<file path="src/rtl/interface_lane_arbiter_if.sv">
`default_nettype none
// ============================================================================
// Module   : interface_lane_arbiter_if
// Purpose  : Bundles the five request lanes, the lane select and the shared
//            downstream channel of interface_lane_arbiter.
// Revision : 1.0 - initial release
// ============================================================================
interface interface_lane_arbiter_if #(
  parameter int ERR_W = 8
);
  logic [15:0]      io_in_0_data;
  logic             io_in_0_valid;
  logic [4:0]       io_in_0_parity;
  logic             io_in_0_ready;
  logic [15:0]      io_in_1_data;
  logic             io_in_1_valid;
  logic [4:0]       io_in_1_parity;
  logic             io_in_1_ready;
  logic [15:0]      io_in_2_data;
  logic             io_in_2_valid;
  logic [4:0]       io_in_2_parity;
  logic             io_in_2_ready;
  logic [15:0]      io_in_3_data;
  logic             io_in_3_valid;
  logic [4:0]       io_in_3_parity;
  logic             io_in_3_ready;
  logic [15:0]      io_in_4_data;
  logic             io_in_4_valid;
  logic [4:0]       io_in_4_parity;
  logic             io_in_4_ready;
  logic [2:0]       io_sel;
  logic [15:0]      io_out_data;
  logic             io_out_valid;
  logic [4:0]       io_out_parity;
  logic [2:0]       io_out_grant;
  logic             io_out_ready;
  logic [ERR_W-1:0] io_err_count;

  // Arbiter side
  modport slave (
    input  io_in_0_data, io_in_0_valid, io_in_0_parity,
    input  io_in_1_data, io_in_1_valid, io_in_1_parity,
    input  io_in_2_data, io_in_2_valid, io_in_2_parity,
    input  io_in_3_data, io_in_3_valid, io_in_3_parity,
    input  io_in_4_data, io_in_4_valid, io_in_4_parity,
    output io_in_0_ready, io_in_1_ready, io_in_2_ready, io_in_3_ready, io_in_4_ready,
    input  io_sel, io_out_ready,
    output io_out_data, io_out_valid, io_out_parity, io_out_grant, io_err_count
  );

  // Lane producers plus consumer side
  modport master (
    output io_in_0_data, io_in_0_valid, io_in_0_parity,
    output io_in_1_data, io_in_1_valid, io_in_1_parity,
    output io_in_2_data, io_in_2_valid, io_in_2_parity,
    output io_in_3_data, io_in_3_valid, io_in_3_parity,
    output io_in_4_data, io_in_4_valid, io_in_4_parity,
    input  io_in_0_ready, io_in_1_ready, io_in_2_ready, io_in_3_ready, io_in_4_ready,
    output io_sel, io_out_ready,
    input  io_out_data, io_out_valid, io_out_parity, io_out_grant, io_err_count
  );
endinterface
`default_nettype wire

</file>
<file path="src/rtl/interface_lane_arbiter.sv">
`default_nettype none
// ============================================================================
// Module   : interface_lane_arbiter
// Purpose  : Five-lane round-robin arbiter with burst lock and optional fixed
//            lane select, feeding one registered 16-bit output stage with
//            ready/valid backpressure.
// Options  : PARITY_CHECK_EN - drop and count beats with bad parity.
// Revision : 1.0 - initial release
// ============================================================================
module interface_lane_arbiter #(
  parameter int NUM_LANES = 5,
  parameter int MAX_BURST = 4,
  parameter int ERR_W     = 8
) (
  input  logic                          clock,
  input  logic                          reset,
  interface_lane_arbiter_if.slave       bus
);

  localparam logic [3:0] MAX_BURST_C = 4'(MAX_BURST);

  // Per-lane views of the flattened interface
  logic [15:0]          lane_data   [NUM_LANES];
  logic [4:0]           lane_parity [NUM_LANES];
  logic [NUM_LANES-1:0] lane_valid;
  logic [NUM_LANES-1:0] lane_ready;

  assign lane_data[0] = bus.io_in_0_data;  assign lane_parity[0] = bus.io_in_0_parity;
  assign lane_data[1] = bus.io_in_1_data;  assign lane_parity[1] = bus.io_in_1_parity;
  assign lane_data[2] = bus.io_in_2_data;  assign lane_parity[2] = bus.io_in_2_parity;
  assign lane_data[3] = bus.io_in_3_data;  assign lane_parity[3] = bus.io_in_3_parity;
  assign lane_data[4] = bus.io_in_4_data;  assign lane_parity[4] = bus.io_in_4_parity;
  assign lane_valid = {bus.io_in_4_valid, bus.io_in_3_valid, bus.io_in_2_valid,
                       bus.io_in_1_valid, bus.io_in_0_valid};
  assign bus.io_in_0_ready = lane_ready[0];
  assign bus.io_in_1_ready = lane_ready[1];
  assign bus.io_in_2_ready = lane_ready[2];
  assign bus.io_in_3_ready = lane_ready[3];
  assign bus.io_in_4_ready = lane_ready[4];

  // State
  logic        out_valid_q, out_valid_d;
  logic [15:0] out_data_q,  out_data_d;
  logic [4:0]  out_parity_q, out_parity_d;
  logic [2:0]  out_grant_q, out_grant_d;
  logic [2:0]  ptr_q, ptr_d;       // last lane that won a fresh burst
  logic [3:0]  burst_q, burst_d;   // beats granted to ptr_q in this burst
  logic [2:0]  sel_q;              // previous io_sel, for change detection

  // Arbitration wires
  logic                 load;
  logic                 rr_mode;
  logic [NUM_LANES-1:0] elig;
  logic                 any_elig;
  logic                 lock_active;
  logic [2:0]           win;
  logic                 found;
  logic [3:0]           scan_idx;
  logic                 accept;
  logic                 beat_ok;
  logic                 sel_changed;

  assign load        = !out_valid_q | bus.io_out_ready;
  assign rr_mode     = bus.io_sel > 3'd4;
  assign sel_changed = bus.io_sel != sel_q;
  assign any_elig    = |elig;
  assign accept      = reset & load & any_elig;
  // A lock only holds while the burst is short and the locked lane still asks
  assign lock_active = (burst_q != 4'd0) && (burst_q < MAX_BURST_C) && elig[ptr_q];

  // Eligibility mask from the current lane select
  always_comb begin
    elig = '0;
    for (int n = 0; n < NUM_LANES; n++) begin
      elig[n] = lane_valid[n] & (rr_mode | (bus.io_sel == 3'(n)));
    end
  end

  // Winner: locked lane, else first eligible lane after the pointer
  always_comb begin
    win      = ptr_q;
    found    = 1'b0;
    scan_idx = 4'd0;
    for (int i = 1; i <= NUM_LANES; i++) begin
      scan_idx = {1'b0, ptr_q} + 4'(i);
      if (scan_idx >= 4'(NUM_LANES)) scan_idx = scan_idx - 4'(NUM_LANES);
      if (!found && elig[scan_idx[2:0]]) begin
        found = 1'b1;
        win   = scan_idx[2:0];
      end
    end
    if (lock_active) win = ptr_q;
  end

  // Exactly the winning lane sees ready, and only when the stage can load
  always_comb begin
    lane_ready = '0;
    for (int n = 0; n < NUM_LANES; n++) begin
      lane_ready[n] = accept & (win == 3'(n));
    end
  end

`ifdef PARITY_CHECK_EN
  logic [ERR_W-1:0] err_q, err_d;
  logic [4:0]       calc_parity;

  // Expected parity of the winning beat: one bit per nibble plus whole word
  always_comb begin
    calc_parity[0] = ^lane_data[win][3:0];
    calc_parity[1] = ^lane_data[win][7:4];
    calc_parity[2] = ^lane_data[win][11:8];
    calc_parity[3] = ^lane_data[win][15:12];
    calc_parity[4] = ^lane_data[win];
  end

  assign beat_ok = calc_parity == lane_parity[win];

  // Saturating count of consumed-but-dropped beats
  always_comb begin
    err_d = err_q;
    if (accept && !beat_ok && (err_q != {ERR_W{1'b1}})) err_d = err_q + 1'b1;
  end

  // Error counter register
  always_ff @(posedge clock) begin
    if (!reset) err_q <= '0;
    else        err_q <= err_d;
  end

  assign bus.io_err_count = err_q;
`else
  assign beat_ok          = 1'b1;
  assign bus.io_err_count = {ERR_W{1'b0}};
`endif

  // Next state for the output stage and the burst/pointer tracking
  always_comb begin
    out_valid_d  = out_valid_q;
    out_data_d   = out_data_q;
    out_parity_d = out_parity_q;
    out_grant_d  = out_grant_q;
    ptr_d        = ptr_q;
    burst_d      = burst_q;

    if (load) begin
      out_valid_d = accept & beat_ok;
      if (accept && beat_ok) begin
        out_data_d   = lane_data[win];
        out_parity_d = lane_parity[win];
        out_grant_d  = win;
      end
    end

    // Locked lane withdrew: its burst is over
    if ((burst_q != 4'd0) && !lane_valid[ptr_q]) burst_d = 4'd0;

    if (accept) begin
      if ((burst_q != 4'd0) && (win == ptr_q)) begin
        if (burst_q < MAX_BURST_C) burst_d = burst_q + 4'd1;
      end else begin
        burst_d = 4'd1;
        ptr_d   = win;
      end
    end

    // A mode change restarts burst accounting
    if (sel_changed) burst_d = 4'd0;
  end

  // State registers
  always_ff @(posedge clock) begin
    if (!reset) begin
      out_valid_q  <= 1'b0;
      out_data_q   <= '0;
      out_parity_q <= '0;
      out_grant_q  <= '0;
      ptr_q        <= 3'd4;
      burst_q      <= 4'd0;
      sel_q        <= bus.io_sel;
    end else begin
      out_valid_q  <= out_valid_d;
      out_data_q   <= out_data_d;
      out_parity_q <= out_parity_d;
      out_grant_q  <= out_grant_d;
      ptr_q        <= ptr_d;
      burst_q      <= burst_d;
      sel_q        <= bus.io_sel;
    end
  end

  assign bus.io_out_valid  = out_valid_q;
  assign bus.io_out_data   = out_data_q;
  assign bus.io_out_parity = out_parity_q;
  assign bus.io_out_grant  = out_grant_q;

endmodule
`default_nettype wire

</file>
<file path="src/flat_wrapper.sv">
// flat-port wrapper written by rule: the top's interface ports become plain ports
module interface_lane_arbiter_flat 
#(
  parameter int NUM_LANES = 5,
  parameter int MAX_BURST = 4,
  parameter int ERR_W     = 8
)
  (clock, reset, bus_io_in_0_data, bus_io_in_0_valid, bus_io_in_0_parity, bus_io_in_1_data, bus_io_in_1_valid, bus_io_in_1_parity, bus_io_in_2_data, bus_io_in_2_valid, bus_io_in_2_parity, bus_io_in_3_data, bus_io_in_3_valid, bus_io_in_3_parity, bus_io_in_4_data, bus_io_in_4_valid, bus_io_in_4_parity, bus_io_in_0_ready, bus_io_in_1_ready, bus_io_in_2_ready, bus_io_in_3_ready, bus_io_in_4_ready, bus_io_sel, bus_io_out_ready, bus_io_out_data, bus_io_out_valid, bus_io_out_parity, bus_io_out_grant, bus_io_err_count);
  interface_lane_arbiter_if #(.ERR_W(ERR_W)) bus_i ();
  input  logic clock;
  input  logic reset;
  input wire logic [$bits(bus_i.io_in_0_data)-1:0] bus_io_in_0_data;
  input wire logic [$bits(bus_i.io_in_0_valid)-1:0] bus_io_in_0_valid;
  input wire logic [$bits(bus_i.io_in_0_parity)-1:0] bus_io_in_0_parity;
  input wire logic [$bits(bus_i.io_in_1_data)-1:0] bus_io_in_1_data;
  input wire logic [$bits(bus_i.io_in_1_valid)-1:0] bus_io_in_1_valid;
  input wire logic [$bits(bus_i.io_in_1_parity)-1:0] bus_io_in_1_parity;
  input wire logic [$bits(bus_i.io_in_2_data)-1:0] bus_io_in_2_data;
  input wire logic [$bits(bus_i.io_in_2_valid)-1:0] bus_io_in_2_valid;
  input wire logic [$bits(bus_i.io_in_2_parity)-1:0] bus_io_in_2_parity;
  input wire logic [$bits(bus_i.io_in_3_data)-1:0] bus_io_in_3_data;
  input wire logic [$bits(bus_i.io_in_3_valid)-1:0] bus_io_in_3_valid;
  input wire logic [$bits(bus_i.io_in_3_parity)-1:0] bus_io_in_3_parity;
  input wire logic [$bits(bus_i.io_in_4_data)-1:0] bus_io_in_4_data;
  input wire logic [$bits(bus_i.io_in_4_valid)-1:0] bus_io_in_4_valid;
  input wire logic [$bits(bus_i.io_in_4_parity)-1:0] bus_io_in_4_parity;
  output wire logic [$bits(bus_i.io_in_0_ready)-1:0] bus_io_in_0_ready;
  output wire logic [$bits(bus_i.io_in_1_ready)-1:0] bus_io_in_1_ready;
  output wire logic [$bits(bus_i.io_in_2_ready)-1:0] bus_io_in_2_ready;
  output wire logic [$bits(bus_i.io_in_3_ready)-1:0] bus_io_in_3_ready;
  output wire logic [$bits(bus_i.io_in_4_ready)-1:0] bus_io_in_4_ready;
  input wire logic [$bits(bus_i.io_sel)-1:0] bus_io_sel;
  input wire logic [$bits(bus_i.io_out_ready)-1:0] bus_io_out_ready;
  output wire logic [$bits(bus_i.io_out_data)-1:0] bus_io_out_data;
  output wire logic [$bits(bus_i.io_out_valid)-1:0] bus_io_out_valid;
  output wire logic [$bits(bus_i.io_out_parity)-1:0] bus_io_out_parity;
  output wire logic [$bits(bus_i.io_out_grant)-1:0] bus_io_out_grant;
  output wire logic [$bits(bus_i.io_err_count)-1:0] bus_io_err_count;
  assign bus_i.io_in_0_data = bus_io_in_0_data;
  assign bus_i.io_in_0_valid = bus_io_in_0_valid;
  assign bus_i.io_in_0_parity = bus_io_in_0_parity;
  assign bus_i.io_in_1_data = bus_io_in_1_data;
  assign bus_i.io_in_1_valid = bus_io_in_1_valid;
  assign bus_i.io_in_1_parity = bus_io_in_1_parity;
  assign bus_i.io_in_2_data = bus_io_in_2_data;
  assign bus_i.io_in_2_valid = bus_io_in_2_valid;
  assign bus_i.io_in_2_parity = bus_io_in_2_parity;
  assign bus_i.io_in_3_data = bus_io_in_3_data;
  assign bus_i.io_in_3_valid = bus_io_in_3_valid;
  assign bus_i.io_in_3_parity = bus_io_in_3_parity;
  assign bus_i.io_in_4_data = bus_io_in_4_data;
  assign bus_i.io_in_4_valid = bus_io_in_4_valid;
  assign bus_i.io_in_4_parity = bus_io_in_4_parity;
  assign bus_io_in_0_ready = bus_i.io_in_0_ready;
  assign bus_io_in_1_ready = bus_i.io_in_1_ready;
  assign bus_io_in_2_ready = bus_i.io_in_2_ready;
  assign bus_io_in_3_ready = bus_i.io_in_3_ready;
  assign bus_io_in_4_ready = bus_i.io_in_4_ready;
  assign bus_i.io_sel = bus_io_sel;
  assign bus_i.io_out_ready = bus_io_out_ready;
  assign bus_io_out_data = bus_i.io_out_data;
  assign bus_io_out_valid = bus_i.io_out_valid;
  assign bus_io_out_parity = bus_i.io_out_parity;
  assign bus_io_out_grant = bus_i.io_out_grant;
  assign bus_io_err_count = bus_i.io_err_count;
  interface_lane_arbiter #(.NUM_LANES(NUM_LANES), .MAX_BURST(MAX_BURST), .ERR_W(ERR_W)) u_core (.clock(clock), .reset(reset), .bus(bus_i));
endmodule
</file>
<file path="config.mk">
export PLATFORM = sky130hd
export DESIGN_NAME = interface_lane_arbiter_flat
export DESIGN_NICKNAME = d
export VERILOG_FILES = /design/src/rtl/interface_lane_arbiter_if.sv /design/src/rtl/interface_lane_arbiter.sv /design/src/flat_wrapper.sv
export SDC_FILE = /design/constraint.sdc
export NUM_CORES = 1
export LEC_CHECK = 0
export CAP_MARGIN = 30
export CORE_MARGIN = 3
export CORE_UTILIZATION = 40
export DETAILED_ROUTE_END_ITERATION = 16
export PLACE_DENSITY_LB_ADDON = 0.3
export SYNTH_ARGS = -nofsm -noshare
export SYNTH_HDL_FRONTEND = slang
export SYNTH_SLANG_ARGS = --single-unit
</file>
<file path="constraint.sdc">
create_clock -name clock -period 6 [get_ports clock]
set_input_delay 1.2 -clock clock [delete_from_list [all_inputs] [get_ports clock]]
set_output_delay 1.2 -clock clock [all_outputs]
set_load 0.03 [all_outputs]
</file>
==> out/results.ini <==
[logic_synthesis]
synth_top_flop_cell=dfxtp_1
synth_top_cell_by_area=dfxtp_1
synth_edf_count=0
ys_types=82
synth_cells=458
synth_top_cells_by_count=52 x mux2i_1, 42 x nor2_1, 38 x nand2_1
synth_top_area_frac=0.190
ys_seq_area_frac=0.190
async_flop_share=0
synth_most_common_cell=mux2i_1
syn_area_per_cell_um2=8.05
synth_area_um2=3680
yosysWarnings=0
ys_seq_elements=35
ys_top_cells_by_area=dfxtp_1 19%, mux2i_1 14%, nor2_1 4.3%

[hold_path]
min_path_type=reg -> reg

[sta]
fin_ws_ns=0.183
period_minus_slack_ns=5.82
setup_viol=0
max_freq_mhz=172
fin_worst_skew_ns=0.0104
maxSlewViolCount=0
fin_crit_sh=0.970
finalHoldViolations=0
rsz0062_at_grt=false
setup_tns_ns=0

[detailed_routing]
drcViolationCount=0
dr.pass1.iters=5
drt_iter0_drc=294
vias=4068
wl_per_cell_um=17.7
viasPerCell=5.69
postRouteAntennaNets=0
routed_wirelength_mm=12.7

[place]
io_buffers=145
dp_cells=707
dpl_cell_area_um2=5220
pre_cts_slack_ns=-0.0202
gp_congestion=0.986
dpl.hpwl_mm=9.97

[finish]
syn2layout_area_growth_pct=44.7
layout.nets=736
num_antenna_cells=0
layout.cells.non_filler=715
final_area_um2=5330
layout-drive-gt1-share=0.112

[die]
fp.dieH_um=102
die_w_um=102
die_area_um2=10400
core_area_um2=8850
rows=34
initial_core_util=0.416
io_pins=154

[clock_network]
clk_pin_slew_ns=0.07
root_buffer=clkbuf_8
clkLatencyLatePin_ns=0.30
cts_tree=built
htreeDepth=2
cts_num_sinks=35
cts_made_buffers=5
clk_path_buf_depth=2

[critical_path]
r2r_setup_slack_ns=1.55
startpoint_type=input pin
critPathCaptureType=output port
cp_max_fo=8
worstPathRequired_ns=4.80
path_class=in -> out
crit_arrival_ns=4.62

[power_and_ir_drop]
powerDensity_nw_per_um2=542
power_w=0.00289
leakage_nw=2.34
max-vdd-ir-drop_v=0.000286

[outcome]
status=finished clean

[global_route]
antenna_found_initial=0
grt.overflow.total=0
grt_max_degree=35
grt_usage=0.229
grt_pass1_vias=3703
grt_pass1_wl_mm=18.7

[run]
max-cap-violations=0

-- critical path, cell delays in order --
cell	delay, ns
clkdlybuf4s50_1	0.62
mux2_2	0.38
nand2_2	0.19
a2111oi_4	0.12
nor3_4	0.26
nand3_1	0.20
a2111oi_2	0.54
or3_1	0.21
a31o_2	0.20
nand3b_1	0.11
nor2_1	0.16
dlygate4sd2_1	0.42
-- worst paths after layout --
kind	startpoint	end	cells past startpoint
hold / removal	u_core.bus.io_out_grant[1]$_SDFFE_PN0P_	u_core.bus.io_out_grant[1]$_SDFFE_PN0P_	2
setup reg to reg	u_core.ptr_q[0]$_SDFFE_PN0P_	u_core.bus.io_out_data[10]$_SDFFE_PN0P_	15
hold reg to reg	u_core.bus.io_out_grant[1]$_SDFFE_PN0P_	u_core.bus.io_out_grant[1]$_SDFFE_PN0P_	2
setup / recovery	bus_io_sel[1]	bus_io_in_2_ready	12
-- power breakdown --
group / internal [W] / total [W] / switching [W]
Combinational: 0.00107 / 0.00238 / 0.00131
Clock: 0.0000901 / 0.000177 / 0.0000873
Sequential: 0.000301 / 0.000333 / 0.0000321
-- area by class of cell --
| cell class | count | area, um2 |
|---|---|---|
| tap | 108 | 135 |
| multi-input combinational | 379 | 2700 |
| fill | 799 | 3520 |
| clock buffer | 6 | 82.6 |
| timing repair buffer | 172 | 1660 |
| sequential | 35 | 701 |
| clock inverter | 1 | 5.00 |
| inverter | 14 | 52.6 |
-- cell families (layout without fill, tap and decap cells) --
logic type / Yosys count / after routing / share of synthesized area
buffers and inverters: 51 / 193 / 0.0846
muxes: 57 / 57 / 0.164
AOI/OAI and AO/OA: 131 / 131 / 0.267
xor gates and xnor gates: 6 / 6 / 0.0143
other: 1 / 8 / 0.00102
and+or+nand+nor: 163 / 163 / 0.231
adders and majority gates: 14 / 14 / 0.0492
DFF: 35 / 35 / 0.190
-- through the flow --
step                utilization  hold WS [ns]
finish                    0.603         0.463
global route              0.603         0.479
CTS                       0.601         0.459
detailed placement        0.590         0.443
global placement          0.590         0.437
floorplan                     -         0.446
-- what timing repair did --
action | 4_1_cts | 5_1_grt
hold endpoints to repair | 0 | 0
setup buffers | 0 | 1
resized for setup | 2 | 4
endpoints found under the setup margin | 2 | 1
pin swaps | 0 | 1
hold buffers | 0 | 0
-- registers in the layout, summed over array words and instances, names as in the netlist --
| register | count |
|---|---|
| u_core.bus.io_out_grant | 3 |
| u_core.sel_q | 3 |
| u_core.bus.io_out_valid | 1 |
| u_core.bus.io_out_data | 16 |
| u_core.ptr_q | 3 |
| u_core.burst_q | 4 |
| u_core.bus.io_out_parity | 5 |
-- cells in the final DEF (no fill, tap or decap), types with 3 or more instances in the layout --
| master | Yosys | routed |
|---|---|---|
| clkdlybuf4s50_1 | 0 | 140 |
| nor3_1 | 14 | 14 |
| dfxtp_1 | 35 | 35 |
| mux2i_1 | 52 | 52 |
| a21oi_2 | 3 | 3 |
| o21ai_0 | 21 | 21 |
| conb_1 | 1 | 8 |
| nor4_1 | 3 | 3 |
| nor2b_1 | 4 | 4 |
| nand4_1 | 5 | 5 |
| nand2_1 | 38 | 38 |
| and2_1 | 5 | 5 |
| nor2_1 | 42 | 42 |
| nand3b_1 | 4 | 4 |
| inv_1 | 10 | 10 |
| a21oi_1 | 16 | 16 |
| ha_1 | 12 | 12 |
| inv_2 | 3 | 3 |
| buf_4 | 13 | 30 |
| a221o_1 | 6 | 6 |
| o21a_1 | 5 | 5 |
| nand2b_1 | 9 | 9 |
| xnor2_1 | 4 | 4 |
| nand3_1 | 10 | 10 |
| a211o_1 | 16 | 16 |
| and3_1 | 7 | 7 |
| a31oi_1 | 7 | 7 |
| o21ai_1 | 15 | 15 |
| nor4b_1 | 3 | 3 |
| or3_1 | 4 | 4 |
| clkbuf_8 | 0 | 6 |
| o211ai_1 | 6 | 6 |
-- per-layer routing --
metal | part of all wire | track usage
met5 | 0 | 0
met4 | 0.012 | 0.0545
met1 | 0.42 | 0.296
met2 | 0.51 | 0.405
met3 | 0.059 | 0.0266
Power figures use the tool's default switching activity.
